[src/rtl/mem_access_unit.sv]
// mem_access_unit: sequential load/store engine for the Mem stage.
// Accepts one pipeline request at a time and checks its alignment. Aligned
// requests run on an SRAM-like bus (req/addr_ok/data_ok). A misaligned request
// never reaches the bus and is reported as an exception instead.
// Ports:
//   clk, rst          clock, synchronous active-high reset
//   req_*             pipeline request (valid/ready, we, size, signed, addr, wdata)
//   flush             cancel the current/pending request
//   bus_*             SRAM-like bus master (req, wr, addr, be, wdata, addr_ok,
//                     data_ok, rdata)
//   resp_*            one-cycle response pulse carrying load data and exceptions
//   busy              engine not idle
module mem_access_unit #(
  parameter int unsigned DATA_W = 32,
  parameter int unsigned ADDR_W = 32
) (
  input  logic                  clk,
  input  logic                  rst,
  input  logic                  req_valid,
  output logic                  req_ready,
  input  logic                  req_we,
  input  logic [1:0]            req_size,
  input  logic                  req_signed,
  input  logic [ADDR_W-1:0]     req_addr,
  input  logic [DATA_W-1:0]     req_wdata,
  input  logic                  flush,
  output logic                  bus_req,
  output logic                  bus_wr,
  output logic [ADDR_W-1:0]     bus_addr,
  output logic [DATA_W/8-1:0]   bus_be,
  output logic [DATA_W-1:0]     bus_wdata,
  input  logic                  bus_addr_ok,
  input  logic                  bus_data_ok,
  input  logic [DATA_W-1:0]     bus_rdata,
  output logic                  resp_valid,
  output logic [DATA_W-1:0]     resp_rdata,
  output logic                  resp_load_exc,
  output logic                  resp_store_exc,
  output logic [ADDR_W-1:0]     resp_badaddr,
  output logic                  busy
);

  localparam int unsigned BE_W  = DATA_W / 8;
  localparam int unsigned OFF_W = $clog2(BE_W);

  typedef enum logic [1:0] {S_IDLE, S_ADDR, S_DATA, S_EXC} state_t;

  state_t state, state_d;
  logic   drop, drop_d;

  // Request fields captured on accept
  logic              lat_we, lat_we_d;
  logic [1:0]        lat_size, lat_size_d;
  logic              lat_signed, lat_signed_d;
  logic [OFF_W-1:0]  lat_off, lat_off_d;
  logic [ADDR_W-1:0] lat_addr, lat_addr_d;

  // Next values of the registered outputs
  logic              bus_req_d, bus_wr_d;
  logic [ADDR_W-1:0] bus_addr_d;
  logic [BE_W-1:0]   bus_be_d;
  logic [DATA_W-1:0] bus_wdata_d;
  logic              resp_valid_d, resp_load_exc_d, resp_store_exc_d;
  logic [DATA_W-1:0] resp_rdata_d;
  logic [ADDR_W-1:0] resp_badaddr_d;

  logic              accept;
  logic              misaligned;
  logic [2:0]        addr_lo;
  logic [BE_W-1:0]   be_mask;
  logic [DATA_W-1:0] wdata_rep;
  logic [DATA_W-1:0] rd_shift;
  logic [DATA_W-1:0] keep_mask;
  logic              sign_bit;
  logic [DATA_W-1:0] load_ext;

  assign req_ready = (state == S_IDLE) & ~flush;
  assign busy      = (state != S_IDLE);
  assign accept    = req_valid & req_ready;
  assign addr_lo   = req_addr[2:0];

  // Alignment check, lane mask and store-data replication for the incoming request
  always_comb begin
    misaligned = 1'b0;
    be_mask    = BE_W'(1);
    wdata_rep  = req_wdata;
    case (req_size)
      2'd0: begin
        be_mask   = BE_W'(1);
        wdata_rep = {BE_W{req_wdata[7:0]}};
      end
      2'd1: begin
        misaligned = addr_lo[0];
        be_mask    = BE_W'(4'h3);
        wdata_rep  = {(DATA_W/16){req_wdata[15:0]}};
      end
      2'd2: begin
        misaligned = |addr_lo[1:0];
        be_mask    = BE_W'(4'hF);
        wdata_rep  = {(DATA_W/32){req_wdata[31:0]}};
      end
      default: begin
        // A dword can never be carried on a 32-bit bus
        misaligned = (DATA_W == 32) ? 1'b1 : (|addr_lo);
        be_mask    = BE_W'(8'hFF);
        wdata_rep  = req_wdata;
      end
    endcase
  end

  // Load data: bring the addressed lanes down to bit 0, then extend
  always_comb begin
    rd_shift  = bus_rdata >> {lat_off, 3'b000};
    keep_mask = '1;
    sign_bit  = rd_shift[DATA_W-1];
    case (lat_size)
      2'd0: begin
        keep_mask = DATA_W'(8'hFF);
        sign_bit  = rd_shift[7];
      end
      2'd1: begin
        keep_mask = DATA_W'(16'hFFFF);
        sign_bit  = rd_shift[15];
      end
      2'd2: begin
        keep_mask = DATA_W'(32'hFFFF_FFFF);
        sign_bit  = rd_shift[31];
      end
      default: begin
        keep_mask = '1;
        sign_bit  = rd_shift[DATA_W-1];
      end
    endcase
    load_ext = (rd_shift & keep_mask) | ((lat_signed & sign_bit) ? ~keep_mask : '0);
  end

  // Next-state and next registered-output logic
  always_comb begin
    state_d          = state;
    drop_d           = drop;
    lat_we_d         = lat_we;
    lat_size_d       = lat_size;
    lat_signed_d     = lat_signed;
    lat_off_d        = lat_off;
    lat_addr_d       = lat_addr;
    bus_req_d        = bus_req;
    bus_wr_d         = bus_wr;
    bus_addr_d       = bus_addr;
    bus_be_d         = bus_be;
    bus_wdata_d      = bus_wdata;
    resp_valid_d     = 1'b0;
    resp_rdata_d     = '0;
    resp_load_exc_d  = 1'b0;
    resp_store_exc_d = 1'b0;
    resp_badaddr_d   = '0;

    case (state)
      S_IDLE: begin
        drop_d = 1'b0;
        if (accept) begin
          lat_we_d     = req_we;
          lat_size_d   = req_size;
          lat_signed_d = req_signed;
          lat_off_d    = req_addr[OFF_W-1:0];
          lat_addr_d   = req_addr;
          if (misaligned) begin
            state_d  = S_EXC;
            bus_be_d = '0;
          end else begin
            state_d     = S_ADDR;
            bus_req_d   = 1'b1;
            bus_wr_d    = req_we;
            bus_addr_d  = req_addr & ~(ADDR_W'(BE_W - 1));
            bus_be_d    = be_mask << req_addr[OFF_W-1:0];
            bus_wdata_d = wdata_rep;
          end
        end
      end
      S_ADDR: begin
        // A flushed request stays on the bus until the slave takes it
        if (flush) drop_d = 1'b1;
        if (bus_addr_ok) begin
          state_d   = S_DATA;
          bus_req_d = 1'b0;
          bus_wr_d  = 1'b0;
        end
      end
      S_DATA: begin
        if (flush) drop_d = 1'b1;
        if (bus_data_ok) begin
          state_d = S_IDLE;
          drop_d  = 1'b0;
          if (!drop && !flush) begin
            resp_valid_d = 1'b1;
            resp_rdata_d = lat_we ? '0 : load_ext;
          end
        end
      end
      S_EXC: begin
        // Exception pulse is issued on leaving EXC so a flush here can cancel it
        state_d = S_IDLE;
        drop_d  = 1'b0;
        if (!flush) begin
          resp_valid_d     = 1'b1;
          resp_load_exc_d  = ~lat_we;
          resp_store_exc_d = lat_we;
          resp_badaddr_d   = lat_addr;
        end
      end
      default: state_d = S_IDLE;
    endcase
  end

  // State and registered outputs
  always_ff @(posedge clk) begin
    if (rst) begin
      state          <= S_IDLE;
      drop           <= 1'b0;
      lat_we         <= 1'b0;
      lat_size       <= 2'd0;
      lat_signed     <= 1'b0;
      lat_off        <= '0;
      lat_addr       <= '0;
      bus_req        <= 1'b0;
      bus_wr         <= 1'b0;
      bus_addr       <= '0;
      bus_be         <= '0;
      bus_wdata      <= '0;
      resp_valid     <= 1'b0;
      resp_rdata     <= '0;
      resp_load_exc  <= 1'b0;
      resp_store_exc <= 1'b0;
      resp_badaddr   <= '0;
    end else begin
      state          <= state_d;
      drop           <= drop_d;
      lat_we         <= lat_we_d;
      lat_size       <= lat_size_d;
      lat_signed     <= lat_signed_d;
      lat_off        <= lat_off_d;
      lat_addr       <= lat_addr_d;
      bus_req        <= bus_req_d;
      bus_wr         <= bus_wr_d;
      bus_addr       <= bus_addr_d;
      bus_be         <= bus_be_d;
      bus_wdata      <= bus_wdata_d;
      resp_valid     <= resp_valid_d;
      resp_rdata     <= resp_rdata_d;
      resp_load_exc  <= resp_load_exc_d;
      resp_store_exc <= resp_store_exc_d;
      resp_badaddr   <= resp_badaddr_d;
    end
  end

endmodule

[config.mk]
export PLATFORM = sky130hd
export DESIGN_NAME = mem_access_unit
export DESIGN_NICKNAME = d
export VERILOG_FILES = /design/src/rtl/mem_access_unit.sv
export SDC_FILE = /design/constraint.sdc
export NUM_CORES = 1
export LEC_CHECK = 0
export ABC_AREA = 1
export BUFFER_PORTS_ARGS = -buffer_cell sky130_fd_sc_hd__buf_2
export CORE_ASPECT_RATIO = 0.75
export CORE_MARGIN = 2
export CORE_UTILIZATION = 44
export DETAILED_ROUTE_END_ITERATION = 10
export PLACE_DENSITY = 0.75
export REMOVE_ABC_BUFFERS = 1
export SYNTH_ARGS = -nofsm -noshare
export SYNTH_HDL_FRONTEND = slang
export SYNTH_SLANG_ARGS = --single-unit
export TNS_END_PERCENT = 10
[constraint.sdc]
create_clock -name clk -period 1.4 [get_ports clk]
set_input_delay 0.28 -clock clk [delete_from_list [all_inputs] [get_ports clk]]
set_output_delay 0.28 -clock clk [all_outputs]
set_load 0.02 [all_outputs]
==> metrics.cfg, run 1 <==
[status]
status=complete, but fails checks
violations=negative setup slack

[sta]
fmax_ghz=0.679
finalSetupViolCount=2
min_period_over_period_pct=105
finClkSkew_ps=8.50
slew_viol_final=0
layout_setup_ws_ps=-73.2
hold_viol=0
fin_crit_ps=1470
rsz0062_at_grt=true

[cts]
cts_root_buf=clkbuf_16
cts_sinks=174
htreeDepth=4
clk_pin_slew_ps=70
clock_latency_ps=430
cts_buffer_depth=2
hold_buffers=0
cts-buffers-inserted=17
cts_tree=yes

[floorplanning]
pin_count=245
core_area_um2=14500
die_w_um=144
start_util_pct=44.9
die_h_um=109
dieArea_um2=15700
num_rows=38

[global_routing]
grt_busiest_layer=met2
grt.total_usage_pct=23.3
met3_usage_pct=10.5
grt_max_degree=63
grt_pass1_vias=5808
grt_pass1_wl_mm=28.5
gr-usage-met1_pct=26.7
overflow=0
grtUsageMet2_pct=38.8
antenna_found_initial=1

[critical_path]
cp_num_buf_inv=3
path_cells=nor2_4, buf_6, inv_4, nor2_4, buf_6
critPathTopFamily=flip-flops
cpPeakStageDelay_ps=330
critical_path_class=register to primary output
cp_max_fo=2
slowest_stage=dfxtp_2
endpoint_kind=primary output
critPathLaunchType=register
critical_path_arrival_ps=1190
required_ps=1120

[routing]
wl_per_cell_um=14.7
vias=6420
ant_nets=0
routed_wirelength_mm=19.0
vias_per_cell=4.96
drt-pass1-iter-count=4
drc=0
drt_first_iter_violations=310

[power]
power_density_nw_per_um2=1280
ir_drop_mv=1.35
leakage_nw=4.26

[finish]
multi_input_area_um2=2540
final_cell_mix=241 x buf_2, 171 x dfxtp_1, 145 x nand2_1
seqCellArea_um2=3490
area_growth_pct=39.0
nNetsFinal=1188
n_fill_cell=1305
final_core_util_pct=62.4
diodes=0
fin_area_um2=9020
final_layout_size_suffix_gt1_share_pct=34.4
final_common_cell=buf_2
final_cells=1295

[placed_design]
dp.final_hpwl_mm=12.9
dpl_cell_area_um2=8100
gp_congestion=0.864
place_inst=1249
portBuffers=242

[yosys]
ys_warn_count=0
ys_types=31
synth_cells=817
synth_area_um2=6490
postSynthAreaPerCell_um2=7.94
synth-seq-cells=174
yosysSeqAreaShare_pct=53.7

[worst_hold_path]
hold_class=input port to register

[flow_run]
cap_violations=0

worst min-delay path, stage by stage:
cell and delay [ps]:
buf_2 80, o21ai_1 60, nor2_1 70
timing repair:
item,CTS,global route
hold endpoints to repair,0,0
gates resized for setup,11,41
endpoints found under the setup margin,11,64
buffers inserted,3,4
cloned,0,7
pin swaps,1,2
routing by layer:
metal,part of all wire [%],wire length (µm)
met1,41,7780
met2,47,8860
met3,11,2010
met4,1.9,363
met5,0.068,13
Yosys cell counts, drive strengths merged:
| cell type | count | area share [%] |
|---|---|---|
| nor3 | 1 | 0.077 |
| conb | 1 | 0.058 |
| or2 | 1 | 0.096 |
| clkinv | 1 | 0.058 |
| nand3 | 37 | 3.3 |
| buf | 32 | 3.4 |
| a211oi | 1 | 0.12 |
| nor2 | 130 | 7.7 |
| nand3b | 1 | 0.12 |
| a21oi | 87 | 7.9 |
| nand2 | 146 | 8.6 |
| a31oi | 14 | 1.3 |
| o21ai | 104 | 8.0 |
| nand4 | 5 | 0.48 |
| clkbuf | 25 | 1.4 |
| dfxtp | 174 | 54 |
| inv | 52 | 3.1 |
| o21bai | 1 | 0.12 |
| a22oi | 4 | 0.46 |
kinds of logic (layout without fill, tap and decap cells):
family	count (synthesis)	count (layout)	synth area share (%)
simple gates	321	321	20.3
other cells	1	2	0.0578
compound gates	211	211	18.0
buf+inv	110	387	7.98
flops	174	174	53.7
report_power, final:
part / internal, mW / total (mW) / leakage, nW / switching, mW
Sequential: 5.15 / 5.24 / 1.42 / 0.0917
Combinational: 0.651 / 1.63 / 2.56 / 0.977
Clock: 2.58 / 4.70 / 0.284 / 2.12
Total: 8.38 / 11.6 / 4.26 / 3.19
layout make-up:
class / instances / share of cell area, %
repair inverters: 1 / 0.0971
clock buffers: 19 / 4.91
inverters: 53 / 2.43
repair buffers: 301 / 21.3
flip-flops and latches: 174 / 38.7
well taps: 200 / 2.78
clock inverters: 13 / 1.64
multi-input cells: 534 / 28.2
metrics by stage:
| step | setup WS [ps] | TNS [ps] | power [mW] | hold WS, ps |
|---|---|---|---|---|
| floorplan | -1470 | -179080 | 6.14 | 349 |
| global placement | -13.1 | -13.1 | 6.79 | 422 |
| detailed placement | -47.7 | -348 | 6.81 | 427 |
| CTS | -106 | -142 | 11.5 | 93.8 |
| global route | -155 | -2840 | 12.0 | 96.8 |
| finish | -73.2 | -105 | 11.6 | 105 |
flip-flops by register name (all words and copies together) (netlist names):
name and count:
bus_addr 30, bus_be 4, bus_req 1, bus_wdata 32, bus_wr 1, drop 1, lat_addr 31, lat_off 1
lat_signed 1, lat_size 2, lat_we 1, resp_badaddr 32, resp_load_exc 1, resp_rdata 32, resp_store_exc 1, resp_valid 1
state 2
final timing paths:
check / start / to / slack, ps / cells past startpoint
worst min-delay path: req_addr[31] / bus_addr[31] / 100 / 3
worst max-delay path: state[1] / req_ready / -70 / 5
worst min register to register: lat_addr[27] / resp_badaddr[27] / 440 / 2
worst max register to register: state[1] / lat_addr[8] / 10 / 7
No activity file was read; power rests on OpenSTA's default activity.
==> run 2, diff against run 1 <==
--- a/config.mk
+++ b/config.mk
@@ -7,11 +7,13 @@
 export LEC_CHECK = 0
 export ABC_AREA = 1
 export BUFFER_PORTS_ARGS = -buffer_cell sky130_fd_sc_hd__buf_2
+export CELL_PAD_IN_SITES_DETAIL_PLACEMENT = 1
+export CELL_PAD_IN_SITES_GLOBAL_PLACEMENT = 1
 export CORE_ASPECT_RATIO = 0.75
 export CORE_MARGIN = 2
-export CORE_UTILIZATION = 44
+export CORE_UTILIZATION = 31
 export DETAILED_ROUTE_END_ITERATION = 10
-export PLACE_DENSITY = 0.75
+export PLACE_DENSITY = 0.74
 export REMOVE_ABC_BUFFERS = 1
 export SYNTH_ARGS = -nofsm -noshare
 export SYNTH_HDL_FRONTEND = slang
==> metrics.cfg, run 2 (synthesis gave the netlist of run 1 again) <==
[global_routing]
grt_pass1_wl_mm=32.9
overflow=0
grt.total_usage_pct=19.2
antenna_found_initial=3
grt_max_degree=57
grt_pass1_vias=6453

[routing]
vias_per_cell=4.65
drt_first_iter_violations=285
ant_nets=0
routed_wirelength_mm=22.3
vias=6408
wl_per_cell_um=16.2
drt-pass1-iter-count=4
drc=0

[power]
ir_drop_mv=0.625
finalPower_mw=11.8
power_density_nw_per_um2=1290
leakage_nw=4.27

[finish]
fin_area_um2=9150
reg_top3=bus_wdata x32, resp_badaddr x32, resp_rdata x32
n_fill_cell=2541
area_growth_pct=41.1
final_common_cell=buf_2
diodes=0
nNetsFinal=1188
multi_input_area_um2=2560
seqCellArea_um2=3490
final_layout_size_suffix_gt1_share_pct=35.3
final_cell_mix=241 x buf_2, 170 x dfxtp_1, 145 x nand2_1

[floorplanning]
num_rows=45
dieArea_um2=22100
pin_count=245
die_h_um=129
core_area_um2=20400
start_util_pct=31.8
die_w_um=171

[cts]
clk_pin_slew_ps=70
cts_root_buf=clkbuf_16
clock_latency_ps=430
cts_sinks=174
cts_buffer_depth=2
htreeDepth=4
cts_tree=yes
cts-buffers-inserted=17

[critical_path]
cp_max_fo=2
critical_path_arrival_ps=1230
critical_path_class=register to primary output
rr_startpoint=state[1]
cp-startpoint=state[0]
endpoint_kind=primary output
required_ps=1120
critPathLaunchType=register

[placed_design]
dpl_cell_area_um2=8230
dp.final_hpwl_mm=15.6
portBuffers=242
gp_congestion=0.783

[sta]
timing.hold.ws_ps=104
fmax_ghz=0.662
layout_setup_ws_ps=-109
finClkSkew_ps=8.39
fin_crit_ps=1510
finalSetupViolCount=13
min_period_over_period_pct=108
rsz0062_at_grt=true
slew_viol_final=0
hold_viol=0

[worst_hold_path]
hold_class=input port to register
hp-start=req_signed

[status]
status=complete, but fails checks
violations=negative setup slack

[flow_run]
cap_violations=0

## run 2: stage by stage
step / TNS [ps] / worst slack, ps / util (%) / std cells
floorplan: -179080 / -1470 / - / 761
finish: -357 / -109 / 44.9 / 1377
global route: -2940 / -163 / 44.9 / 1377
global placement: -2.31 / -2.31 / 40.4 / 1333
detailed placement: -253 / -32.7 / 40.4 / 1333
CTS: -351 / -174 / 43.7 / 1368
## run 2: where the power goes
group / internal (mW) / total, mW / leakage (nW) / switching, mW
clock: 2.59 / 4.90 / 0.298 / 2.31
combinational: 0.642 / 1.64 / 2.55 / 0.998
sequential: 5.15 / 5.24 / 1.42 / 0.0948
## run 2: layer usage
layer | GRT usage [%] | vias to the layer above | routed length, µm
li1 | - | 3186 | -
met1 | 22.6 | 2981 | 9780
met2 | 31.6 | 200 | 10000
met3 | 8.06 | 37 | 2040
met4 | 6.43 | 4 | 441
met5 | 0 | - | 30
## run 2: what timing repair did
item / in CTS / in global routing
resized for setup: 20 / 36
cloned: 0 / 5
hold buffers: 0 / 0
setup buffers: 3 / 4
endpoints found under the setup margin: 11 / 96
pin swaps: 2 / 2
## run 2: final cells by class
type / instances / share of cell area (%)
Clock inverter: 15 / 2.06
Inverter: 53 / 2.42
Multi-Input combinational cell: 534 / 27.9
Tap cell: 282 / 3.85
Clock buffer: 17 / 4.65
Sequential cell: 174 / 38.2
Timing Repair Buffer: 302 / 20.9
## run 2: worst paths after layout
check                     endpoint  slack (ps)  depth (start not counted)
setup / recovery         req_ready        -110                          5
hold / removal          lat_signed         100                          3
setup reg to reg     bus_wdata[26]         -50                         10
hold reg to reg   resp_badaddr[14]         440                          2
## run 2: critical path: stages, from the launching register on
cell and delay (ps):
dfxtp_2 340, nor2_4 120, buf_6 110, inv_4 40, nor2_4 70, buf_6 120
==> run 3, diff against run 2 <==
--- a/config.mk
+++ b/config.mk
@@ -5,15 +5,14 @@
 export SDC_FILE = /design/constraint.sdc
 export NUM_CORES = 1
 export LEC_CHECK = 0
-export ABC_AREA = 1
 export BUFFER_PORTS_ARGS = -buffer_cell sky130_fd_sc_hd__buf_2
 export CELL_PAD_IN_SITES_DETAIL_PLACEMENT = 1
 export CELL_PAD_IN_SITES_GLOBAL_PLACEMENT = 1
 export CORE_ASPECT_RATIO = 0.75
-export CORE_MARGIN = 2
-export CORE_UTILIZATION = 31
+export CORE_MARGIN = 8
+export CORE_UTILIZATION = 32
 export DETAILED_ROUTE_END_ITERATION = 10
-export PLACE_DENSITY = 0.74
+export PLACE_DENSITY = 0.75
 export REMOVE_ABC_BUFFERS = 1
 export SYNTH_ARGS = -nofsm -noshare
 export SYNTH_HDL_FRONTEND = slang
==> metrics.cfg, run 3 <==
[cts]
cts_tree=yes
clock_latency_ps=440
cts_sinks=174
cts_root_buf=clkbuf_16
clk_pin_slew_ps=70
cts-buffers-inserted=17
htreeDepth=4
cts_buffer_depth=2

[routing]
dr.max_layer_used=met5
wl_met1_mm=10.6
drt_first_iter_violations=282
drc=0
ant_nets=0
wl_met2_mm=10.7
routed_wirelength_mm=23.9
wl_per_cell_um=18.7
vias_per_cell=4.90
wl_met3_mm=2.04
vias=6266
drt-pass1-iter-count=4

[global_routing]
overflow=0
grt_pass1_wl_mm=37.6
grt.total_usage_pct=18.8
antenna_found_initial=3
grt_max_degree=57
grt_pass1_vias=6734

[finish]
final_common_cell=buf_2
final_core_util_pct=46.5
reg_top3=bus_wdata x32, resp_badaddr x32, resp_rdata x32
nNetsFinal=1114
final_cell_mix=240 x buf_2, 190 x nand2_1, 169 x dfxtp_1
area_growth_pct=44.5
fin_area_um2=9270
final_layout_size_suffix_gt1_share_pct=41.0

[yosys]
synth_async_sr_flop_share_pct=0
synth_cells=738
yosysSeqAreaShare_pct=54.3
synth_edf_count=0
synth_top_area_share_pct=54.3
synth_largest_area_cell=dfxtp_1
postSynthAreaPerCell_um2=8.69
synth_most_common_cell=nand2_1
synth-seq-cells=174
synth_area_um2=6410
synth_common_cells=202 x nand2_1, 174 x dfxtp_1, 102 x a21oi_1
synth_area_leaders=dfxtp_1 54%, nand2_1 12%, a21oi_1 8.0%, mux2i_1 5.0%, and3_1 3.2%
ys_types=42
ys_warn_count=0
synthFlopType=dfxtp_1

[critical_path]
cp_max_fo=8
reg2reg_slack_ps=-240
critical_path_arrival_ps=2000
critPathTopFamily=simple AND/OR/NAND/NOR gates
slowest_stage=or3_4
cp_num_buf_inv=1
required_ps=1760
endpoint_kind=register
cpPeakStageDelay_ps=410
path_cells=nor4b_4, buf_4, nand2_4, or3_4, a21o_4, o21ai_1
critPathLaunchType=register
critical_path_class=register to register

[sta]
fin_crit_ps=1640
hold_viol=0
max-slew-margin-rel_pct=53.5
fmax_ghz=0.609
layout_setup_ws_ps=-241
rsz0062_at_grt=true
finClkSkew_ps=8.65
finalSetupViolCount=85
worst_pin_slew_ps=697
min_period_over_period_pct=117
slew_viol_final=0

[placed_design]
dp.final_hpwl_mm=17.2
gp_congestion=0.868
portBuffers=242
dpl_cell_area_um2=8200
dp_slack_ps=-498

[power]
finalPower_mw=11.4
ir_drop_mv=0.509
leakage_nw=4.22
power_density_nw_per_um2=1230

[flow_run]
cap_violations=0

[floorplanning]
num_rows=45
die_w_um=179
pin_count=245
start_util_pct=32.2
die_h_um=139
dieArea_um2=24900
core_area_um2=19900

[status]
status=complete, but fails checks
violations=negative setup slack

[worst_hold_path]
hold_class=input port to register

run 3: metrics by stage:
stage / hold slack [ps] / TNS [ps] / cells
final: 88.2 / -8050 / 1280
after global placement: 438 / -16320 / 1238
after global routing: 81.8 / -17480 / 1279
after CTS: 63.0 / -9900 / 1277
after detailed placement: 444 / -21760 / 1238
after floorplan: 349 / -226940 / 683
run 3: power by group:
group | internal, mW | leakage, nW | total (mW) | switching, mW
clock | 2.69 | 0.288 | 4.87 | 2.18
sequential | 5.09 | 1.41 | 5.17 | 0.0823
combinational | 0.579 | 2.52 | 1.40 | 0.816
total | 8.36 | 4.22 | 11.4 | 3.08
run 3: tightest hold or removal path, delay by kind of cell:
family        cells  cell delay [ps]
simple gates      2              110
buf+inv           1              100
run 3: area by class of cell:
cell class | count | area (µm²)
timing repair buffer | 305 | 1840
clock inverter | 14 | 171
antenna | 2 | 5.00
fill | 2394 | 10700
clock buffer | 17 | 425
inverter | 3 | 11.3
multi-input combinational | 507 | 2990
tap | 258 | 323
sequential | 174 | 3500
run 3: logic make-up (layout without fill, tap and decap cells):
kind of cell	after synthesis	in the layout	share of synthesized area [%]
and+or+nand+nor	294	294	20.2
DFF	174	174	54.3
AOI/OAI and AO/OA	168	169	14.8
buffers and inverters	59	339	3.96
muxes	41	41	6.57
other	1	4	0.0585
xor gates and xnor gates	1	1	0.137
run 3: what timing repair did:
item | in CTS | in global routing
endpoints found under the hold margin | 0 | 0
endpoints found under the setup margin | 150 | 136
hold buffers | 0 | 0
pin swaps | 15 | 13
buffers inserted | 5 | 1
gates resized for setup | 51 | 42
gates cloned | 3 | 0
run 3: path summary, 6_finish.rpt:
path,cells past startpoint,from,end
worst min register to register,2,lat_addr[26],lat_addr[26]
worst min-delay path,3,bus_rdata[24],resp_rdata[24]
worst max register to register,6,drop,resp_rdata[18]
worst max-delay path,6,drop,resp_rdata[18]
run 3: routing by layer:
metal  global-route usage (%)  up-vias
met5                        0        -
met4                     6.13        4
met3                     7.64       33
met2                     29.0      192
met1                     23.6     3006
li1                         -     3031
